--- src/rtl/pdm_mic_interface.sv ---
// PDM microphone front end: generates the mic clock, synchronises the data pin, captures one bit per PDM period into a bit FIFO.
// Latency: pin to capture is 2 cycles (synchroniser); a capture into an empty FIFO shows as pdm_valid_o on the next cycle.
// Backpressure: pdm_ready_i low lets the FIFO fill; a capture into a full FIFO with no pop is dropped and sets sticky overflow_o.
module pdm_mic_interface #(
    parameter int DIV_WIDTH       = 8,
    parameter int BUF_DEPTH       = 4,
    parameter int STARTUP_PERIODS = 16
) (
    input  logic                 clock_i,
    input  logic                 reset_i,
    input  logic                 enable_i,
    input  logic [DIV_WIDTH-1:0] half_div_i,
    input  logic                 edge_sel_i,
    output logic                 pdm_clk_o,
    input  logic                 mic_data_i,
    output logic                 pdm_data_o,
    output logic                 pdm_valid_o,
    input  logic                 pdm_ready_i,
    output logic                 overflow_o,
    output logic                 active_o
);

    // BUF_DEPTH is a power of two >= 2, so pointers wrap naturally at PTR_W bits.
    localparam int PTR_W = (BUF_DEPTH > 1) ? $clog2(BUF_DEPTH) : 1;
    localparam int CNT_W = $clog2(BUF_DEPTH + 1);
    // Start-up counter only needs to reach STARTUP_PERIODS-1.
    localparam int PER_W = (STARTUP_PERIODS > 1) ? $clog2(STARTUP_PERIODS) : 1;

    localparam logic [PER_W-1:0] PER_LAST = PER_W'(STARTUP_PERIODS - 1);
    localparam logic [CNT_W-1:0] CNT_FULL = CNT_W'(BUF_DEPTH);

    localparam logic [1:0] ST_IDLE    = 2'd0;
    localparam logic [1:0] ST_STARTUP = 2'd1;
    localparam logic [1:0] ST_RUN     = 2'd2;
    localparam logic [1:0] ST_STOP    = 2'd3;

    // State and datapath registers
    logic [1:0]           state_q, state_d;
    logic [DIV_WIDTH-1:0] div_q, div_d;
    logic [DIV_WIDTH-1:0] cnt_q, cnt_d;
    logic                 clk_q, clk_d;
    logic [PER_W-1:0]     per_q, per_d;
    logic                 sync1_q, sync1_d;
    logic                 sync2_q, sync2_d;
    logic                 ovf_q, ovf_d;
    logic [BUF_DEPTH-1:0] mem_q, mem_d;
    logic [PTR_W-1:0]     wr_ptr_q, wr_ptr_d;
    logic [PTR_W-1:0]     rd_ptr_q, rd_ptr_d;
    logic [CNT_W-1:0]     count_q, count_d;

    // Decoded events
    logic                 mic_s;
    logic [DIV_WIDTH-1:0] half_eff;
    logic                 toggle;
    logic                 capture;
    logic                 store;
    logic                 flush;
    logic                 start;
    logic                 fifo_full;
    logic                 fifo_nonempty;
    logic                 pop;
    logic                 push;
    logic                 drop;

    // Two-flop synchroniser on the asynchronous mic pin; runs in every state.
    always_comb begin
        sync1_d = mic_data_i;
        sync2_d = sync1_q;
        mic_s   = sync2_q;
    end

    // Divider terminal count and capture-edge decode. Half-periods below 2 are clamped to 2.
    always_comb begin
        half_eff = (half_div_i < DIV_WIDTH'(2)) ? DIV_WIDTH'(2) : half_div_i;
        toggle   = (state_q != ST_IDLE) && (cnt_q == div_q - DIV_WIDTH'(1));
        // Capture just before the edge that leaves the current level: level 1 -> falling, level 0 -> rising.
        capture  = toggle && (clk_q != edge_sel_i);
    end

    // Control FSM: start-up blanking, run, and a clean stop that only ends on a low clock.
    always_comb begin
        state_d = state_q;
        div_d   = div_q;
        per_d   = per_q;
        store   = 1'b0;
        flush   = 1'b0;
        start   = 1'b0;
        case (state_q)
            ST_IDLE: begin
                per_d = '0;
                if (enable_i) begin
                    state_d = ST_STARTUP;
                    div_d   = half_eff;
                    flush   = 1'b1;
                    start   = 1'b1;
                end
            end
            ST_STARTUP: begin
                if (capture) begin
                    if (per_q == PER_LAST) begin
                        per_d   = '0;
                        state_d = ST_RUN;
                    end else begin
                        per_d = per_q + PER_W'(1);
                    end
                end
                if (!enable_i) begin
                    state_d = ST_STOP;
                end
            end
            ST_RUN: begin
                store = capture;
                if (!enable_i) begin
                    state_d = ST_STOP;
                end
            end
            ST_STOP: begin
                // Leave once the clock is low, or on the toggle that takes it low; no runt pulse.
                if (!clk_q || toggle) begin
                    state_d = ST_IDLE;
                    flush   = 1'b1;
                end
            end
            default: begin
                state_d = ST_IDLE;
                flush   = 1'b1;
            end
        endcase
    end

    // PDM clock divider: counts 0..div_q-1, toggles the output on wrap, parked low whenever idle.
    always_comb begin
        if ((state_q == ST_IDLE) || (state_d == ST_IDLE)) begin
            cnt_d = '0;
            clk_d = 1'b0;
        end else if (toggle) begin
            cnt_d = '0;
            clk_d = ~clk_q;
        end else begin
            cnt_d = cnt_q + DIV_WIDTH'(1);
            clk_d = clk_q;
        end
    end

    // Bit FIFO: full+push+pop keeps occupancy, empty+push ignores ready, full+push without pop drops.
    always_comb begin
        fifo_full     = (count_q == CNT_FULL);
        fifo_nonempty = (count_q != '0);
        pop           = fifo_nonempty && pdm_ready_i;
        push          = store && (!fifo_full || pop);
        drop          = store && fifo_full && !pop;

        mem_d = mem_q;
        if (push) begin
            mem_d[wr_ptr_q] = mic_s;
        end

        wr_ptr_d = wr_ptr_q + PTR_W'(push);
        rd_ptr_d = rd_ptr_q + PTR_W'(pop);
        count_d  = count_q + CNT_W'(push) - CNT_W'(pop);
        if (flush) begin
            wr_ptr_d = '0;
            rd_ptr_d = '0;
            count_d  = '0;
        end

        // Overflow is sticky until the next enable starts a fresh session.
        ovf_d = ovf_q;
        if (start) begin
            ovf_d = 1'b0;
        end else if (drop) begin
            ovf_d = 1'b1;
        end
    end

    // Register update with synchronous active-high reset.
    always_ff @(posedge clock_i) begin
        if (reset_i) begin
            state_q  <= ST_IDLE;
            div_q    <= '0;
            cnt_q    <= '0;
            clk_q    <= 1'b0;
            per_q    <= '0;
            sync1_q  <= 1'b0;
            sync2_q  <= 1'b0;
            ovf_q    <= 1'b0;
            mem_q    <= '0;
            wr_ptr_q <= '0;
            rd_ptr_q <= '0;
            count_q  <= '0;
        end else begin
            state_q  <= state_d;
            div_q    <= div_d;
            cnt_q    <= cnt_d;
            clk_q    <= clk_d;
            per_q    <= per_d;
            sync1_q  <= sync1_d;
            sync2_q  <= sync2_d;
            ovf_q    <= ovf_d;
            mem_q    <= mem_d;
            wr_ptr_q <= wr_ptr_d;
            rd_ptr_q <= rd_ptr_d;
            count_q  <= count_d;
        end
    end

    assign pdm_clk_o   = clk_q;
    assign pdm_data_o  = mem_q[rd_ptr_q];
    assign pdm_valid_o = fifo_nonempty;
    assign overflow_o  = ovf_q;
    assign active_o    = (state_q != ST_IDLE);

endmodule
--- config.mk ---
export PLATFORM = sky130hd
export DESIGN_NAME = pdm_mic_interface
export DESIGN_NICKNAME = d
export VERILOG_FILES = /design/src/rtl/pdm_mic_interface.sv
export SDC_FILE = /design/constraint.sdc
export NUM_CORES = 1
export LEC_CHECK = 0
export BUFFER_PORTS_ARGS = -buffer_cell sky130_fd_sc_hd__buf_2
export CAP_MARGIN = 20
export CORE_AREA = 2 2 72 74
export DETAILED_ROUTE_END_ITERATION = 10
export DIE_AREA = 0 0 74 76
export SKIP_LAST_GASP = 1
export SYNTH_ARGS = -nofsm -noshare
export SYNTH_HDL_FRONTEND = slang
export SYNTH_SLANG_ARGS = --single-unit
--- constraint.sdc ---
create_clock -name clock_i -period 8.2 [get_ports clock_i]
set_clock_uncertainty 0.2 [all_clocks]
set_input_delay 2.05 -clock clock_i [delete_from_list [all_inputs] [get_ports clock_i]]
set_output_delay 2.05 -clock clock_i [all_outputs]
set_load 0.005 [all_outputs]
==> out/metrics.yaml, run 1 <==
dieHeight_um: 76
ys_seq_area_share_pct: 34.8
worst-path-buf-inv: 3
drt_wl_total_um: 4300
core_area_mm2: 0.00491
ctsResizeCount: 0
synth_nets: 278
clkSinkCount: 37
gp_congestion: 0.787
worstPathCellList: "buf_2 -> xor2_1 -> nand3_1 -> or3_1 -> ha_1 -> inv_1 -> ha_1 -> inv_1 -> fa_1 -> xnor2_1 -> xnor2_1 -> nand2_1 -> a21oi_1"
crit_required_ps: 8220
critical-path-slowest-cell: "or3_1"
vias: 1754
combPwrFrac_pct: 43.4
syn_avg_cell_area_um2: 8.45
drc: 0
htreeDepth: 2
nets: 294
syn_inst: 252
setup_tns_ps: 0
synth_edf_count: 0
p_seq_share_pct: 37.1
wire_per_inst_um: 12.7
ir_drop_v: 0.000124
drive_gt1_share_pct: 11.9
ys.flop_type: "dfxtp_1"
status: "finished clean"
hold_violations: 0
timing.slew.headroom_pct: 63.3
path_delay_family: "adder cells"
min_path_type: "reg2reg"
final_antenna_net_count: 0
cts_buffer_depth: 2
n_fill_cell: 506
fp.dieW_um: 74
drtIter0Drc: 69
dieArea_mm2: 0.00562
syn_area_mm2: 0.00213
setup_ws_ps: 3700
initial_core_util_pct: 43.4
vias_per_cell: 5.17
grt_pass1_wl_um: 7670
p_sw_share_pct: 39.9
p_sw_uw: 250
clk_pin_slew_ps: 70
maxSlewViolCount: 0
fin_crit_sh_pct: 54.9
tritoncts: "built"
portBuffers: 18
p_leak_uw: 0.000992
grt_pass1_vias: 1784
worst_slew_pin_slew_ps: 547
cts-buffers-inserted: 5
rsz0062_at_grt: "no"
fin_util_pct: 47.7
yosys_warnings: 0
synth.most_common_cell: "dfxtp_1"
antenna-diode-count: 0
synth_area_leaders: "dfxtp_1 (35%), ha_1 (6.5%), nand2_1 (6.0%), xnor2_1 (4.9%), a21oi_1 (4.5%)"
yosys.area.top_type: "dfxtp_1"
synth.distinct_cells: 45
antenna_found_initial: 0
synth_top_cell_area_share_pct: 34.8
power_density_mw_per_mm2: 267
report.power.total_uw: 626
hold_buffers: 0
synthArstFlopShare_pct: 0
netlist_top_cells_count: "dfxtp_1 (37), nand2_1 (34), a21oi_1 (19), nor2_1 (15)"
p_int_uw: 376
io_pins: 19
critPathKind: "in2reg"
cts_setup_buffers: 0
grt_max_degree: 26
arrival_ps: 4520
worstSkewPairLatency_ps: 280
maxCapViolCount: 0
track_usage_pct: 17.0
drtPass1Iterations: 4
clock.fmax_mhz: 222
slowest_delay_ps: 380
fin_crit_ps: 4500
globalRouteOverflowTotal: 0
cp_max_fo: 6
crit_path_start_kind: "input port"
dp_hpwl_um: 3250
root_buffer: "clkbuf_8"
dpl_worst_slack_ps: 3370
crit_path_end_kind: "flip-flop"
fp-row-count: 26
areaGrowthSynthToFinish_pct: 10.1
clockPowerShare_pct: 19.5
ys_ff_latch: 37
final-setup-viol-count: 0
regArea_um2: 741
multi_input_area_mm2: 0.00130
-- final timing paths --
path | startpoint | endpoint | slack, ps | depth (start not counted)
max | edge_sel_i | count_q[2] | 3700 | 13
min | sync1_q | mic_s | 250 | 1
max reg2reg | div_q[0] | count_q[2] | 4330 | 16
min reg2reg | sync1_q | mic_s | 250 | 1
-- layout by cell type, fill, tap and decap left out, drive strengths merged, types with 6 or more instances in the layout --
| cell type | instances |
|---|---|
| nand2b | 8 |
| ha | 11 |
| nor3 | 8 |
| nand2 | 34 |
| clkbuf | 6 |
| mux2i | 9 |
| buf | 18 |
| xor2 | 10 |
| o21ai | 6 |
| nor2b | 6 |
| a21oi | 19 |
| xnor2 | 12 |
| inv | 12 |
| nand3 | 12 |
| dfxtp | 37 |
| nor2 | 15 |
-- power groups by stage --
| stage | logic (uW) | registers, uW | clock network, uW |
|---|---|---|---|
| final | 271 | 232 | 122 |
| after global routing | 312 | 237 | 135 |
| after CTS | 273 | 233 | 128 |
| after detailed placement | 271 | 236 | 0 |
| after global placement | 269 | 237 | 0 |
| after floorplan | 226 | 229 | 0 |
-- cell families after synthesis --
| logic type | share of synthesized area [%] |
|---|---|
| xor+xnor | 9.05 |
| flops | 34.8 |
| compound gates | 13.6 |
| simple gates | 25.7 |
| mux | 5.29 |
| fa+ha+maj | 7.40 |
| buf+inv | 4.23 |
-- final cells by class --
type                       count  share of cell area (%)
timing repair buffer          18                    3.84
sequential                    37                    31.6
clock inverter                 2                   0.427
clock buffer                   6                    3.09
inverter                      12                    1.92
tap                           70                    3.74
multi-input combinational    194                    55.4
-- flip-flops by register name, indices dropped and copies added, names as in the netlist --
register	count
mic_s	1
cnt_q	8
mem_q	4
per_q	4
sync1_q	1
overflow_o	1
div_q	8
pdm_clk_o	1
wr_ptr_q	2
state_q	2
count_q	3
rd_ptr_q	2
-- stage by stage --
step	cells	hold WS [ps]	area, um^2
after global routing	339	279	2340
after global placement	331	227	2260
after detailed placement	331	240	2260
after CTS	339	257	2340
after floorplan	252	214	2130
final	339	250	2340
-- per-layer routing --
metal  share of wire [%]  wire [um]  track usage, %
met3                 2.4        103            3.84
met2                  49       2110            28.3
met4                0.58         25            4.91
met5                   0          0               0
met1                  48       2060            21.6
(Power assumes the default switching activity.)
==> run 2, diff against run 1 <==
Settings changed: ABC_AREA set to 1, CORE_AREA 2 2 72 74 to 2 2 71 73, DIE_AREA 0 0 74 76 to 0 0 73 75.
Clock period 8.2 ns to 4.6 ns, I/O delays scaled along.
==> run 2 against run 1 <==
  * Worst setup slack worse by 2300 ps
  * Count of clock-buffer cells in the layout grew 1
  * First-iteration DRC count is 35% higher
  * Die area fell by 2.6%
  * Hold slack worse by 36 ps
  * Critical path type is now reg2reg
  * Register-to-register slack got worse by 3000 ps
  * Sequential power is 49% higher
  * Core utilization rose by 1.8 points
  * Via count is 0.34% lower
  * Non-clock buffer count stayed put
  * Cell count up 7.7%
  * Largest power group is now registers
==> out/metrics.yaml, run 2 <==
setup_tns_ps: 0  # unchanged
rrSetupSlack_ps: 1370  # -2960 ps
worst-path-buf-inv: 6  # +3
path_common_cell: "inv_1"
crit_required_ps: 4550  # -3670 ps
ir_drop_v: 0.000194  # +57%
synth_edf_count: 0  # unchanged
crit-reg2reg-capture: "count_q[2]"
clock.fmax_mhz: 310
worst_slew_pin_slew_ps: 684  # +136 ps
track_usage_pct: 16.4  # -0.62 points
drc: 0  # unchanged
hold_buffers: 0  # unchanged
synth_area_leaders: "dfxtp_1 (36%), nand2_1 (8.9%), nor2_1 (8.5%), inv_1 (8.0%), ha_1 (6.6%)"
r2r_cells: 20  # +4
arrival_ps: 3180  # -1340 ps
maxSlewViolCount: 0  # unchanged
drtPass1Iterations: 4  # unchanged
min_path_type: "reg2reg"
ys.flop_type: "dfxtp_1"
ys_seq_area_share_pct: 35.8  # +0.99 points
grt_pass1_wl_um: 6930  # -9.7%
root_buffer: "clkbuf_8"
final_antenna_net_count: 0  # unchanged
dp_hpwl_um: 3130  # -3.5%
io_pins: 19  # unchanged
drive_gt1_share_pct: 12.5  # +0.64 points
synth_nets: 314  # +13%
crit_path_end_kind: "flip-flop"
vias_per_cell: 4.79  # -7.4%
netlist_top_cells_count: "nand2_1 (49), nor2_1 (47), inv_1 (44), dfxtp_1 (37), nand3_1 (16)"
cts_setup_buffers: 0  # unchanged
drt_wl_total_um: 3930  # -8.7%
dpl_worst_slack_ps: 1170  # -2210 ps
worstSkewPairLatency_ps: 280  # about the same
clkSinkCount: 37  # unchanged
globalRouteOverflowTotal: 0  # unchanged
fin_crit_ps: 3230
path_delay_family: "adder cells"
final_cell_mix: "nand2_1 (49), nor2_1 (47), inv_1 (44), dfxtp_1 (37), buf_2 (18)"
core_area_mm2: 0.00466  # -5.1%
top_regs: "cnt_q: 8 flops, div_q: 8 flops"
power_density_mw_per_mm2: 304  # +14%
hold_depth: 2  # +1
crit_cells: 20  # +7
initial_core_util_pct: 44.4  # +1.1 points
nets: 337  # +15%
drtIter0Drc: 93  # +35%
syn_area_mm2: 0.00207  # -2.8%
critical-path-slowest-cell: "dfxtp_1"
clk_pin_slew_ps: 70  # about the same
grt_max_degree: 16  # -38%
fin_area_mm2: 0.00231  # -1.6%
antenna_found_initial: 0  # unchanged
slowest_delay_ps: 420  # +40 ps
tritoncts: "built"
grt_pass1_vias: 1602  # -10%
crit_path_start_kind: "flip-flop"
fp.dieW_um: 73  # -1.4%
worstPathCellList: "inv_1 -> ha_1 -> inv_2 -> nand3_1 -> nor2_1 -> nand3_1 -> nor2_4 -> nand2_4 -> nor2_8 -> nand2_4 -> nor2_8 -> inv_2 -> ha_1 -> inv_1 -> ha_1 -> inv_1 -> fa_1 -> xor2_1 -> inv_1 -> nor2_1"
wire_per_inst_um: 10.8  # -15%
rsz0062_at_grt: "no"
final-setup-viol-count: 0  # unchanged
areaGrowthSynthToFinish_pct: 11.4
antenna-diode-count: 0  # unchanged
syn_avg_cell_area_um2: 7.19  # -15%
setup_ws_ps: 1370  # -2330 ps
gp_congestion: 0.818  # +4.0%
status: "finished clean"
cp_max_fo: 7  # +1
rr_startpoint: "state_q[0]"
ys_ff_latch: 37  # unchanged
maxCapViolCount: 0  # unchanged
p_leak_uw: 0.00105  # +6.0%
layout_commonest_cell: "nand2_1"
yosys.area.top_type: "dfxtp_1"
cts_buffer_depth: 2  # unchanged
vias: 1748  # -0.34%
min_from: "sync1_q"
htreeDepth: 2  # unchanged
syn_inst: 288  # +14%
fin_crit_sh_pct: 70.1
synth.distinct_cells: 34  # -24%
hold_violations: 0  # unchanged
synth_top_cell_area_share_pct: 35.8  # +0.99 points
synthArstFlopShare_pct: 0  # unchanged
fp-row-count: 25  # -3.8%
ctsResizeCount: 0  # unchanged
cts-buffers-inserted: 5  # unchanged
min_to: "mic_s"
dieHeight_um: 75  # -1.3%
critPathKind: "reg2reg"
placedInstanceArea_mm2: 0.00222  # -1.8%
n_fill_cell: 472  # -6.7%
dieArea_mm2: 0.00548  # -2.6%
yosys_warnings: 0  # unchanged
portBuffers: 18  # unchanged
timing.slew.headroom_pct: 54.1  # -9.2 points
synth.most_common_cell: "nand2_1"
[run 2: changes by cell type in the layout (fill, tap and decap cells not counted), sizes merged, moves of 4 or more]
cell / delta
a21oi: -4
nor2b: -6
inv: +35
o21ai: +8
nor2: +38
nand3: +5
nand2b: -8
nand2: +19
mux2i: -9
[run 2: worst max-delay path by stage]
stage,startpoint,end,slack [ps]
global route,state_q[0],count_q[2],1060
finish,state_q[0],count_q[2],1370
floorplan,edge_sel_i,count_q[2],1430
CTS,state_q[0],count_q[2],1330
global placement,edge_sel_i,count_q[2],1210
detailed placement,edge_sel_i,count_q[2],1170
[run 2: power by group]
group          switching [uW]  internal (uW)
clock                     109            119
combinational            79.8           48.8
sequential               13.0            333
total                     202            501
[run 2: final cells by class]
class                      count  area, um^2  area share [%]
sequential                    37         741            32.1
tap                           54        67.6            2.93
multi-input combinational    201        1140            49.5
inverter                      48         180            7.81
clock buffer                   7        86.3            3.74
timing repair buffer          18        90.1            3.90
[run 2: cells by family after synthesis]
| family | Yosys count | synth area share (%) |
|---|---|---|
| AO/OA/AOI/OAI | 38 | 10.3 |
| buffers and inverters | 50 | 9.06 |
| adder cells (fa/ha/maj) | 12 | 7.61 |
| flip-flops | 37 | 35.8 |
| XOR/XNOR | 16 | 6.77 |
| AND/OR/NAND/NOR | 135 | 30.5 |
[run 2: metal layers]
layer / global-route usage (%) / up-vias / routed length, um
met5: 0 / - / 0
met4: 4.94 / 0 / 34
met3: 4.95 / 4 / 169
met2: 26.1 / 33 / 1790
met1: 21.4 / 760 / 1930
li1: - / 951 / -
[run 2: metrics by stage]
stage / power, uW / utilization [%] / hold slack, ps / instances
finish: 702 / 49.5 / 214 / 365
global route: 753 / 49.5 / 252 / 365
CTS: 716 / 49.5 / 215 / 365
detailed placement: 483 / 47.7 / 203 / 358
global placement: 483 / 47.7 / 198 / 358
floorplan: 449 / - / 188 / 288
[run 2: worst min-delay path, cell delays in order (launching register included)]
cell and delay (ps):
dfxtp_1 300, inv_1 50, nor2_1 30
